[config.mk]
export PLATFORM = sky130hd
export DESIGN_NAME = bus_burst_master
export DESIGN_NICKNAME = d
export VERILOG_FILES = /design/src/rtl/bus_burst_master.sv
export SDC_FILE = /design/constraint.sdc
export NUM_CORES = 1
export LEC_CHECK = 0
export BUFFER_PORTS_ARGS = -buffer_cell sky130_fd_sc_hd__buf_2
export CAP_MARGIN = 0
export CORE_MARGIN = 2
export CORE_UTILIZATION = 55
export CTS_CLUSTER_SIZE = 12
export DETAILED_ROUTE_END_ITERATION = 12
export PLACE_DENSITY = 0.78
export SLEW_MARGIN = 10
export SYNTH_ARGS = -nofsm -noshare
export SYNTH_HDL_FRONTEND = slang
export SYNTH_SLANG_ARGS = --single-unit
[constraint.sdc]
create_clock -name clk -period 18.7 [get_ports clk]
set_input_delay 0.935 -clock clk [delete_from_list [all_inputs] [get_ports clk]]
set_output_delay 0.935 -clock clk [all_outputs]
set_load 0.02 [all_outputs]
[src/rtl/bus_burst_master.sv]
// ----------------------------------------------------------------------------
// bus_burst_master
//   Upstream master-port adapter between a cache/refill client and one master
//   slot of the shared BusController. A 16-byte line request becomes a 4-beat
//   burst: raise rreq/wreq, wait for master_acc, then present the four word
//   addresses on consecutive cycles. Reads gather the four returned words into
//   one line response; writes stream the line out word by word.
//
// Parameters
//   READ_LATENCY   : clock edges from a read address being presented until
//                    the matching word is captured off master_rdata (1..4)
//   TIMEOUT_CYCLES : grant-wait limit, only used with the timeout option
//
// Optional feature
//   `define BUS_MASTER_TIMEOUT_EN : abandon a request whose grant does not
//   arrive within TIMEOUT_CYCLES; it completes with resp_err=1. Without the
//   macro no counter exists and resp_err is tied low.
//
// Ports
//   clk, reset            : clock (rising edge), async active-high reset
//   req_valid/req_ready   : client request handshake
//   req_write             : 1 = writeback, 0 = refill
//   req_addr              : line address, bits [3:0] ignored
//   req_wline             : write line, word k at [32k+31:32k]
//   resp_valid            : one-cycle completion pulse
//   resp_rline            : refill line, updated only when a read completes
//   resp_err              : timeout flag, qualified by resp_valid
//   master_addr/wdata     : bus word address / write data
//   master_rreq/wreq      : bus request lines, held until the burst ends
//   master_acc            : grant from the BusController
//   master_rdata          : bus read data
// ----------------------------------------------------------------------------
module bus_burst_master #(
    parameter int READ_LATENCY   = 2,
    parameter int TIMEOUT_CYCLES = 1024
) (
    input  logic         clk,
    input  logic         reset,
    input  logic         req_valid,
    input  logic         req_write,
    input  logic [31:0]  req_addr,
    input  logic [127:0] req_wline,
    output logic         req_ready,
    output logic         resp_valid,
    output logic [127:0] resp_rline,
    output logic         resp_err,
    output logic [31:0]  master_addr,
    output logic [31:0]  master_wdata,
    output logic         master_rreq,
    output logic         master_wreq,
    input  logic         master_acc,
    input  logic [31:0]  master_rdata
);

    if (READ_LATENCY < 1 || READ_LATENCY > 4 || TIMEOUT_CYCLES < 1) begin : g_param_check
        $error("bus_burst_master: READ_LATENCY must be 1..4 and TIMEOUT_CYCLES >= 1");
    end

    typedef enum logic [2:0] {IDLE, WAIT_ACC, BURST, DRAIN, RESP} state_t;

    state_t         state, state_nxt;
    logic           wr_q;
    logic [27:0]    base_q;
    logic [127:0]   wline_q;
    logic [1:0]     beat, beat_nxt;
    logic [1:0]     cap_idx;
    logic [3:0]     rd_sr;
    logic [4:0]     vld_pipe;
    logic [95:0]    rline_buf;
    logic           handshake, issue, capture, last_cap, to_hit;
    logic           unused_addr_lsbs;

    assign unused_addr_lsbs = ^req_addr[3:0];

    assign handshake = (state == IDLE) && req_valid;
    assign beat_nxt  = beat + 2'd1;

    // A read address is on the bus this cycle. vld_pipe[i] marks that the
    // address went out i cycles ago; the word is captured at the end of the
    // cycle READ_LATENCY-1 after presentation, so with READ_LATENCY=1 the
    // capture coincides with the presenting cycle.
    assign issue    = (state == BURST) && !wr_q;
    assign vld_pipe = {rd_sr, issue};
    assign capture  = vld_pipe[READ_LATENCY-1];
    assign last_cap = capture && (cap_idx == 2'd3);

    assign req_ready   = (state == IDLE);
    assign resp_valid  = (state == RESP);
    assign master_wreq = wr_q && ((state == WAIT_ACC) || (state == BURST));
    // rreq drops while beat 3 is presented; the controller only needs it
    // high until the last address has been issued.
    assign master_rreq = !wr_q && ((state == WAIT_ACC) ||
                                   ((state == BURST) && (beat != 2'd3)));

    // ------------------------------------------------------------------ FSM
    always_ff @(posedge clk or posedge reset) begin
        if (reset) state <= IDLE;
        else       state <= state_nxt;
    end

    always_comb begin
        state_nxt = state;
        case (state)
            IDLE:     if (req_valid) state_nxt = WAIT_ACC;
            WAIT_ACC: begin
                if (master_acc)  state_nxt = BURST;   // grant beats timeout
                else if (to_hit) state_nxt = RESP;
            end
            BURST: begin
                if (beat == 2'd3) begin
                    if (wr_q || last_cap) state_nxt = RESP;
                    else                  state_nxt = DRAIN;
                end
            end
            DRAIN:    if (last_cap) state_nxt = RESP;
            RESP:     state_nxt = IDLE;
            default:  state_nxt = IDLE;
        endcase
    end

    // ------------------------------------------------------------- datapath
    always_ff @(posedge clk or posedge reset) begin
        if (reset) begin
            wr_q         <= 1'b0;
            base_q       <= '0;
            wline_q      <= '0;
            beat         <= '0;
            cap_idx      <= '0;
            rd_sr        <= '0;
            rline_buf    <= '0;
            resp_rline   <= '0;
            master_addr  <= '0;
            master_wdata <= '0;
        end else begin
            rd_sr <= {rd_sr[2:0], issue};

            if (handshake) begin
                base_q  <= req_addr[31:4];
                wr_q    <= req_write;
                wline_q <= req_wline;
                cap_idx <= '0;
                if (!req_write) master_wdata <= '0;
            end

            if ((state == WAIT_ACC) && master_acc) begin
                beat         <= '0;
                master_addr  <= {base_q, 4'h0};
                master_wdata <= wr_q ? wline_q[31:0] : '0;
            end

            if (state == BURST) begin
                beat <= beat_nxt;
                // Last beat leaves address/data parked on the bus.
                if (beat != 2'd3) begin
                    master_addr  <= {base_q, beat_nxt, 2'b00};
                    master_wdata <= wr_q ? wline_q[{beat_nxt, 5'd0} +: 32] : '0;
                end
            end

            // Words 0..2 are staged so resp_rline changes only when the whole
            // line is in; word 3 goes straight into the response.
            if (capture) begin
                cap_idx <= cap_idx + 2'd1;
                case (cap_idx)
                    2'd0:    rline_buf[31:0]  <= master_rdata;
                    2'd1:    rline_buf[63:32] <= master_rdata;
                    2'd2:    rline_buf[95:64] <= master_rdata;
                    default: resp_rline       <= {master_rdata, rline_buf};
                endcase
            end
        end
    end

    // ------------------------------------------------------- grant timeout
`ifdef BUS_MASTER_TIMEOUT_EN
    localparam int TO_W = (TIMEOUT_CYCLES > 1) ? $clog2(TIMEOUT_CYCLES) : 1;

    logic [TO_W-1:0] to_cnt;
    logic            err_q;

    assign to_hit   = (to_cnt == TO_W'(TIMEOUT_CYCLES - 1));
    assign resp_err = err_q && (state == RESP);

    always_ff @(posedge clk or posedge reset) begin
        if (reset) begin
            to_cnt <= '0;
            err_q  <= 1'b0;
        end else if (handshake) begin
            to_cnt <= '0;
            err_q  <= 1'b0;
        end else if (state == WAIT_ACC) begin
            to_cnt <= to_cnt + 1'b1;
            if (!master_acc && to_hit) err_q <= 1'b1;
        end
    end
`else
    assign to_hit   = 1'b0;
    assign resp_err = 1'b0;
`endif

endmodule

==> results_dict.tcl, run 1 <==
set metrics [dict create \
    status "complete, no violations" \
    finalSetupViolCount 0 \
    core_region_area_um2 33400 \
    yosysTopAreaCell "dfrtp_1" \
    cts.htree.levels 2 \
    effective_utilization_at_floorplan_pct 55.5 \
    fmaxAchievable_ghz 0.276 \
    wire_length_of_the_first_global_routing_pass_um 71400 \
    period_share_pct 19.4 \
    ant_nets_after_route 0 \
    fp.dieW_um 187 \
    setup.worst_path.start_class "register" \
    ctsRootBufferMaster "clkbuf_16" \
    drt-pass1-iter-count 5 \
    leakage_nw 11.1 \
    muxShareOfSynthArea_pct 19.3 \
    met3RoutedLength_um 3480 \
    avgSynthCellArea_um2 12.0 \
    gr-usage-all-layers_pct 25.5 \
    min_period_ns 3.63 \
    worst-slew-pin-transition_ns 1.15 \
    synthCells 1540 \
    total_of_cells_resized_after_clock_tree_synthesis 0 \
    worstSetupPathType "reg2out" \
    hold_viol 0 \
    grt_max_degree 134 \
    grt_antenna_before_repair 12 \
    vias 12900 \
    tritoncts_clock_tree "done" \
    dr.first_iter.drc_count 850 \
    avgRoutedWirePerCell_um 18.9 \
    num_io_pins 394 \
    main_combinational_cell_family_by_area_after_synthesis "multiplexers" \
    finish.net_count 2086 \
    worst_slew_margin_rel_pct 23.5 \
    grt_overflow_total 0 \
    routed_met1_length_um 18500 \
    holdBufCountCts 0 \
    routed_via_density 5.45 \
    cp-end-kind "primary output" \
    cts.clk_slew.worst_paths_ns 0.06 \
    cts_buffers 47 \
    post_synth_xor_area_fraction_pct 0.0473 \
    placement_rows 67 \
    unrepaired_setup_endpoints_after_global_routing "no" \
    top_layer "met5" \
    post_synth_and_or_nand_nor_area_fraction_pct 10.9 \
    die-area_um2 35100 \
    max_cap_viol 0 \
    fin_setup_tns_ns 0 \
    synth_area_leaders "dfrtp_1 61%, mux2_2 19%, nand2_1 9.7%" \
    timing_max_transition_violations_final 0 \
    synth_net_count 1742 \
    wl_met2_um 21300 \
    postSynthRegisterBits 453 \
    area_growth_pct 19.7 \
    hold_path.class "reg2reg" \
    syn_area_um2 18500 \
    synth.distinct_cells 36 \
    clkLatencyLatePin_ns 0.55 \
    drcViolationCount 0 \
    synth.yosys.seq_area_share_pct 61.3 \
    power.density_cell_area_nw_per_um2 189 \
    gp_congestion 0.841 \
    fin_total_pwr_w 0.00420 \
    synth-adder-area-share_pct 0.338 \
    yosysWarnings 0 \
    finalWirelength_um 44700 \
    clock_sink_count 453 \
    crit_arrival_ns 2.69 \
    drive_gt1_share_pct 41.6 \
    clk_path_buf_depth 3 \
    critical_path_required_ns 17.77 \
    dp.final_hpwl_um 28300 \
    synth_largest_type_area_fraction_pct 61.3 \
    fin_skew_ns 0.00838 \
    placement.io_buffers 388 \
    largest_voltage_drop_on_the_vdd_net_uv 96.1 \
    synth-compound-area-share_pct 5.37 \
    dieHeight_um 187 \
    first_global_vias 13200 \
    post-cts-setup-buffer-count 0 \
    critPathMaxFanout 68 \
]
## critical path, stage by stage (launching register included)
cell and delay [ns]:
dfrtp_2 0.38, buf_4 0.39, ha_1 0.42, or3b_1 0.44, a211oi_1 0.26, buf_2 0.25
## cells in the mapped netlist (all sizes together)
library cell and instances:
nand4bb 1, buf 69, nor3b 3, xnor2 1, or4b 1, nor4bb 1
nand3b 2, a21oi 5, a31oi 32, o21ai 3, a22oi 64, and2 1
nor3 2, nor2b 7, ha 5, mux2 316, conb 1, inv 5
nand2b 3, and3b 1, mux2i 1, dfrtp 453, a211oi 3, o31ai 1
or3b 2, clkbuf 40, o211ai 32, nand2 478, nor4b 2, nor2 5
## cell type report
type / count / area [µm²]
Fill cell: 2523 / 11200
Multi-Input combinational cell: 973 / 6720
Timing Repair Buffer: 404 / 2060
Antenna cell: 5 / 12.5
Sequential cell: 453 / 11300
Inverter: 5 / 26.3
Tap cell: 448 / 561
Clock buffer: 72 / 1390
Clock inverter: 7 / 52.6
## flip-flops by register name, indices dropped and copies added (netlist names)
name,count
state,3
rline_buf,96
base_q,28
resp_rline,128
master_addr,32
cap_idx,2
wline_q,128
master_wdata,32
wr_q,1
beat,2
rd_sr,1
## worst paths after layout
| path | from | to | slack (ns) | depth (start not counted) |
|---|---|---|---|---|
| setup / recovery | beat[0] | master_rreq | 15.08 | 5 |
| hold / removal | base_q[17] | base_q[17] | 0.47 | 2 |
| setup reg to reg | state[2] | master_wdata[26] | 15.55 | 4 |
| hold reg to reg | base_q[17] | base_q[17] | 0.47 | 2 |
| max in group asynchronous | reset | resp_rline[44] | 16.49 | 3 |
| min in group asynchronous | reset | base_q[22] | 0.58 | 2 |
## cell usage in the layout (no fill, tap or decap), types with 10 or more instances in the layout
cell	n
mux2_2	315
buf_4	16
nand2_1	476
clkbuf_8	10
buf_2	388
dfrtp_1	452
clkbuf_16	48
o211ai_1	32
a31oi_1	32
clkbuf_1	14
a22oi_1	64
## kinds of logic after synthesis
logic type	after synthesis
flops	453
simple gates	509
other cells	1
xor+xnor	1
fa+ha+maj	5
compound gates	140
buf+inv	114
mux	317
## per-layer routing
metal	vias up	track usage, %
met3	92	6.30
met2	487	41.2
met4	14	9.15
li1	5925	-
met5	-	0
met1	6376	33.7
## power breakdown
part / internal [W] / switching, W
combinational: 0.000690 / 0.000902
clock: 0.000509 / 0.000368
sequential: 0.00146 / 0.000266
## metrics by stage
step                      hold slack, ns  setup WS (ns)  instance area, µm²  utilization (%)  instances
after floorplan                    0.440           5.14               18500                -       1540
after global placement             0.452          15.40               20700             62.0       2283
after detailed placement           0.457          15.36               20700             62.0       2283
after CTS                          0.472          15.01               22100             66.4       2362
after global routing               0.485          14.89               22200             66.4       2367
final                              0.466          15.08               22200             66.4       2367
No activity file was read; power rests on OpenSTA's default activity.
==> inputs of run 2 (changes only) <==
Clock period 18.7 ns to 3.78 ns, I/O delays scaled along.
==> run 2 against run 1 <==
  * Via count increased by 9.0%
  * Sequential power increased to 5.0 times the previous value
  * Design area rose by 8.8%
  * Final cell count is 7.9% higher
  * Utilization up 5.8 points
  * Clock-buffer cell count is the same
  * Die area is the same
  * Setup slack got worse by 14 ns
  * Combinational power grew to 5.2 times the previous value
  * Critical path depth down 1
  * Non-clock buffer count increased by 192
  * Hold slack worse by 0.43 ns
  * Largest power group unchanged
==> results_dict.tcl, run 2 (synthesis results as in run 1) <==
set metrics [dict create \
    status "complete, no violations" \
    crit_arrival_ns 2.99 \
    power.density_cell_area_nw_per_um2 877 \
    drive_gt1_share_pct 37.9 \
    hold_path.class "in2reg" \
    core_region_area_um2 33400 \
    worst_slew_margin_rel_pct 31.7 \
    finalSetupViolCount 0 \
    avgRoutedWirePerCell_um 19.8 \
    gp_congestion 0.833 \
    unrepaired_setup_endpoints_after_global_routing "no" \
    fin_skew_ns 0.0288 \
    finish.net_count 2277 \
    seqCellArea_um2 11300 \
    drcViolationCount 0 \
    fin_setup_tns_ns 0 \
    min_period_ns 2.61 \
    layout.cell_area.non_filler_um2 24100 \
    fin_total_pwr_w 0.0211 \
    leakage_nw 11.9 \
    ctsRootBufferMaster "clkbuf_16" \
    ant_nets_after_route 0 \
    gr-usage-all-layers_pct 28.7 \
    finalCoreUtilization_pct 72.2 \
    largest_voltage_drop_on_the_vdd_net_uv 581 \
    multi_input_comb_area_um2 6720 \
    worstSetupPathType "reg2reg" \
    critical_path_required_ns 4.15 \
    timing_max_transition_violations_final 0 \
    fin_worst_hold_slack_ns 0.0353 \
    cp-end-kind "register" \
    placement.io_buffers 388 \
    total_of_cells_resized_after_clock_tree_synthesis 0 \
    worst-slew-pin-transition_ns 1.02 \
    max_cap_viol 0 \
    dieHeight_um 187 \
    num_io_pins 394 \
    wire_length_of_the_first_global_routing_pass_um 80100 \
    die-area_um2 35100 \
    effective_utilization_at_floorplan_pct 55.5 \
    setup.worst_path.start_class "register" \
    drt-pass1-iter-count 5 \
    grt_max_degree 126 \
    layout_commonest_cell "nand2_1" \
    grt_antenna_before_repair 3 \
    dp.final_hpwl_um 29000 \
    vias 14100 \
    period_share_pct 69.2 \
    fmaxAchievable_ghz 0.382 \
    routed_via_density 5.50 \
    placed_cell_area_um2 20800 \
    post-cts-setup-buffer-count 0 \
    cts_buffers 46 \
    mostFrequentLayoutCells "474 x nand2_1, 452 x dfrtp_1, 388 x buf_2, 315 x mux2_2, 187 x dlygate4sd3_1" \
    cts.htree.levels 2 \
    hold_viol 0 \
    holdBufCountCts 187 \
    cts.clk_slew.worst_paths_ns 0.06 \
    grt_overflow_total 0 \
    dr.first_iter.drc_count 952 \
    fp.dieW_um 187 \
    clk_path_buf_depth 3 \
    first_global_vias 14800 \
    placement_rows 67 \
    finalWirelength_um 50700 \
    critPathMaxFanout 78 \
    fillerInstances 2196 \
    tritoncts_clock_tree "done" \
    clkLatencyLatePin_ns 0.55 \
    clock_sink_count 453 \
    area_growth_pct 30.2 \
    layout_top_registers "resp_rline x128, wline_q x128, rline_buf x96" \
]
run 2: worst max-delay path, cell delays in order, from the launching register on:
cell      delay, ns
dfrtp_1        0.63
or4b_4         1.01
buf_4          0.39
o211ai_1       0.26
a22oi_1        0.11
run 2: routing by layer:
layer	track usage [%]	routed length (µm)	vias to the layer above
li1	-	-	6302
met1	36.0	20100	6989
met4	11.1	1980	0
met3	6.06	3550	149
met5	0	0	-
met2	49.0	25000	614
run 2: layout make-up:
class / instances / share of cell area (%)
Tap cell: 448 / 2.33
Clock buffer: 72 / 5.60
Multi-Input combinational cell: 973 / 27.9
Clock inverter: 4 / 0.161
Inverter: 5 / 0.0935
Sequential cell: 453 / 47.0
Antenna cell: 4 / 0.0415
Timing Repair Buffer: 596 / 16.8
run 2: final timing paths:
check                           slack [ns]              from          endpoint  depth (start not counted)
worst max register to register        1.17          state[2]  master_wdata[30]                          4
max in group asynchronous             2.63             reset   resp_rline[125]                          4
worst max-delay path                  1.17          state[2]  master_wdata[30]                          4
worst min register to register        0.47       wline_q[51]       wline_q[51]                          2
worst min-delay path                  0.04  master_rdata[18]     rline_buf[18]                          2
min in group asynchronous             0.18             reset     rline_buf[38]                          3
run 2: stage by stage:
| stage | setup slack, ns | cells |
|---|---|---|
| detailed placement | 1.25 | 2288 |
| global route | 1.03 | 2554 |
| floorplan | -2.54 | 1540 |
| finish | 1.17 | 2555 |
| CTS | 1.19 | 2551 |
| global placement | 1.31 | 2288 |
run 2: power by group:
group	internal [W]	leakage, nW	switching, W	total, W
Sequential	0.00723	5.55	0.00141	0.00864
Combinational	0.00358	5.70	0.00466	0.00824
Clock	0.00243	0.678	0.00180	0.00424
Total	0.0133	11.9	0.00787	0.0211
==> inputs of run 3 (changes only) <==
Settings changed: ABC_AREA from default to 1.
Clock period 3.78 ns to 2.65 ns, I/O delays scaled along.
==> run 3 against run 2 <==
  * Sequential power is 38% higher
  * Synthesized cell count is 52% higher
  * Critical endpoint is now master_wdata[3]
  * Fmax is 5.3% higher
  * Global-route usage is 2.2 points higher
  * First-iteration DRC count is 80% higher
  * Sequential cell count stayed put
  * Routed wire length is 13% higher
  * Clock power is 46% higher
  * Via count is 27% higher
  * Clock skew is 0.015 ns lower
  * Setup slack worse by 1.0 ns
  * Design area is 2.9% higher
==> results_dict.tcl, run 3 <==
set metrics [dict create \
    mostFrequentLayoutCells "894 x nand2_1, 451 x dfrtp_1, 388 x buf_2, 289 x o21ai_0, 264 x inv_1" \
    dp.final_hpwl_um 33000 \
    netlist_top_cells_count "897 x nand2_1, 453 x dfrtp_1, 289 x o21ai_0" \
    power.density_cell_area_nw_per_um2 1180 \
    setup.worst_path.start_class "register" \
    yosysTopAreaCell "dfrtp_1" \
    die-area_um2 36600 \
    post_synth_and_or_nand_nor_area_fraction_pct 24.4 \
    yosys_most_used_dff "dfrtp_1" \
    layout_setup_ws_ns 0.166 \
    avgRoutedWirePerCell_um 17.1 \
    synth-adder-area-share_pct 0.324 \
    grt_overflow_total 0 \
    vias 17800 \
    clkLatencyLatePin_ns 0.55 \
    finalWirelength_um 57100 \
    dieHeight_um 191 \
    multi_input_comb_area_um2 6270 \
    worstSetupPathType "reg2reg" \
    gp_congestion 0.840 \
    max_cap_viol 0 \
    first_global_vias 17300 \
    dr.first_iter.drc_count 1714 \
    cts_buffers 46 \
    ctsRootBufferMaster "clkbuf_16" \
    drt-pass1-iter-count 6 \
    crit_arrival_ns 2.96 \
    synth.most_common_cell "nand2_1" \
    ant_nets_after_route 0 \
    cpMaxStageDelayCell "clkinv_1" \
    timing.reg2reg.setup_slack_ns 0.17 \
    clk_path_buf_depth 3 \
    placedCellCount 3077 \
    fillerInstances 2496 \
    hold_viol 0 \
    grt_max_degree 161 \
    synth_net_count 2544 \
    worst_setup_path_endpoint "master_wdata[3]" \
    finalSetupViolCount 0 \
    fin_skew_ns 0.0143 \
    rr_endpoint "master_wdata[3]" \
    post-cts-setup-buffer-count 0 \
    core_region_area_um2 34500 \
    clock_sink_count 453 \
    cpPeakStageDelay_ns 0.91 \
    gr-usage-all-layers_pct 30.9 \
    dpl_worst_slack_ns 0.237 \
    fin_worst_hold_slack_ns 0.0285 \
    synth_area_leaders "dfrtp_1 59%, nand2_1 17%, o21ai_0 7.5%" \
    placed_cell_area_um2 21500 \
    grt_antenna_before_repair 4 \
    seqCellArea_um2 11300 \
    delay_heaviest_family_cp "buffers and inverters" \
    synthCells 2342 \
    leakage_nw 14.1 \
    drive_gt1_share_pct 17.5 \
    synth.yosys.seq_area_share_pct 58.8 \
    largest_voltage_drop_on_the_vdd_net_uv 779 \
    layout_top_registers "resp_rline x128, wline_q x128, rline_buf x96" \
    worst_path_most_repeated_cell "nand3_1" \
    critical_path.startpoint "beat[0]" \
    holdBufCountCts 189 \
    unrepaired_setup_endpoints_after_global_routing "no" \
    min_period_ns 2.48 \
    layout_commonest_cell "nand2_1" \
    synth.distinct_cells 28 \
    placement_rows 68 \
    yosysWarnings 0 \
    share_of_async_settable_or_async_resettable_flops_after_synthesis_pct 100 \
    muxShareOfSynthArea_pct 0 \
    fin_total_pwr_w 0.0293 \
    fin_cells 3339 \
    avgSynthCellArea_um2 8.24 \
    finish.net_count 3061 \
    layout.cell_area.non_filler_um2 24800 \
    cts.clk_slew.worst_paths_ns 0.06 \
    post_synth_xor_area_fraction_pct 0 \
    hold_path.class "in2reg" \
    critical_path.reg2reg.startpoint "beat[0]" \
    critPathMaxFanout 34 \
    total_of_cells_resized_after_clock_tree_synthesis 0 \
    count_of_flip_flops_with_a_built_in_enable_after_synthesis 0 \
    area_growth_pct 28.6 \
    main_combinational_cell_family_by_area_after_synthesis "simple AND/OR/NAND/NOR gates" \
    syn_area_um2 19300 \
    drcViolationCount 0 \
    wire_length_of_the_first_global_routing_pass_um 90200 \
    critical_path.cell_chain "ha_1 > clkinv_1 > nand3_1 > nand3_1 > nand2_1 > inv_1 > nor2_1" \
    timing_max_transition_violations_final 0 \
    postSynthRegisterBits 453 \
    synth-compound-area-share_pct 7.71 \
    effective_utilization_at_floorplan_pct 55.8 \
    tritoncts_clock_tree "done" \
    buffers_and_inverters_on_the_worst_path 2 \
    critical_path_required_ns 3.13 \
    critical_path_cell_count 7 \
    synth_largest_type_area_fraction_pct 58.8 \
    fmaxAchievable_ghz 0.403 \
    routed_via_density 5.33 \
    cp-end-kind "register" \
    status "complete, no violations" \
    worst-slew-pin-transition_ns 1.19 \
    fp.dieW_um 191 \
    worst_slew_margin_rel_pct 20.4 \
    cts.htree.levels 2 \
    ff2ff_path_depth 7 \
    placement.io_buffers 388 \
    period_share_pct 93.7 \
    num_io_pins 394 \
]
==> run 3: worst min path at each step <==
stage                            from           to  cells after the start
final                       req_valid  wline_q[31]                      3
after global routing        req_valid         wr_q                      3
after CTS                   req_valid         wr_q                      3
after detailed placement        reset  wline_q[40]                      2
after global placement          reset  wline_q[38]                      2
after floorplan           req_addr[4]    base_q[0]                      2
==> run 3: layout make-up <==
cell class	count	area share [%]
antenna	4	0.0403
clock buffer	63	5.39
clock inverter	6	0.313
inverter	269	4.09
multi-input combinational	1476	25.3
sequential	453	45.7
tap	455	2.29
timing repair buffer	613	16.9
==> run 3: routing by layer <==
layer | share of wire, % | global-route usage, % | vias up
li1 | - | - | 8228
met1 | 39 | 41.0 | 8470
met2 | 48 | 50.3 | 935
met3 | 8.2 | 5.14 | 176
met4 | 4.3 | 13.8 | 0
met5 | 0 | 0 | -
==> run 3: through the flow <==
| stage | setup TNS, ns | utilization [%] |
|---|---|---|
| after floorplan | -1635.14 | - |
| after global placement | 0 | 62.2 |
| after detailed placement | 0 | 62.2 |
| after CTS | 0 | 71.8 |
| after global routing | 0 | 71.8 |
| final | 0 | 71.8 |
==> run 3: power breakdown <==
part	total (W)	leakage (nW)	internal, W	switching [W]
Clock	0.00618	0.698	0.00358	0.00260
Sequential	0.0119	5.55	0.00998	0.00189
Combinational	0.0113	7.87	0.00376	0.00753
Total	0.0293	14.1	0.0173	0.0120
==> run 3: worst reg2reg max path, delay by kind of cell (launching register included) <==
kind,cells,cell delay (ns)
adders and majority gates,1,0.30
buffers and inverters,2,0.96
and+or+nand+nor,4,0.74
DFF,1,0.42
==> run 3: kinds of logic after synthesis <==
family                     after synthesis
and+or+nand+nor                       1174
DFF                                    453
buffers and inverters                  413
AOI/OAI and AO/OA                      296
adders and majority gates                5
other                                    1
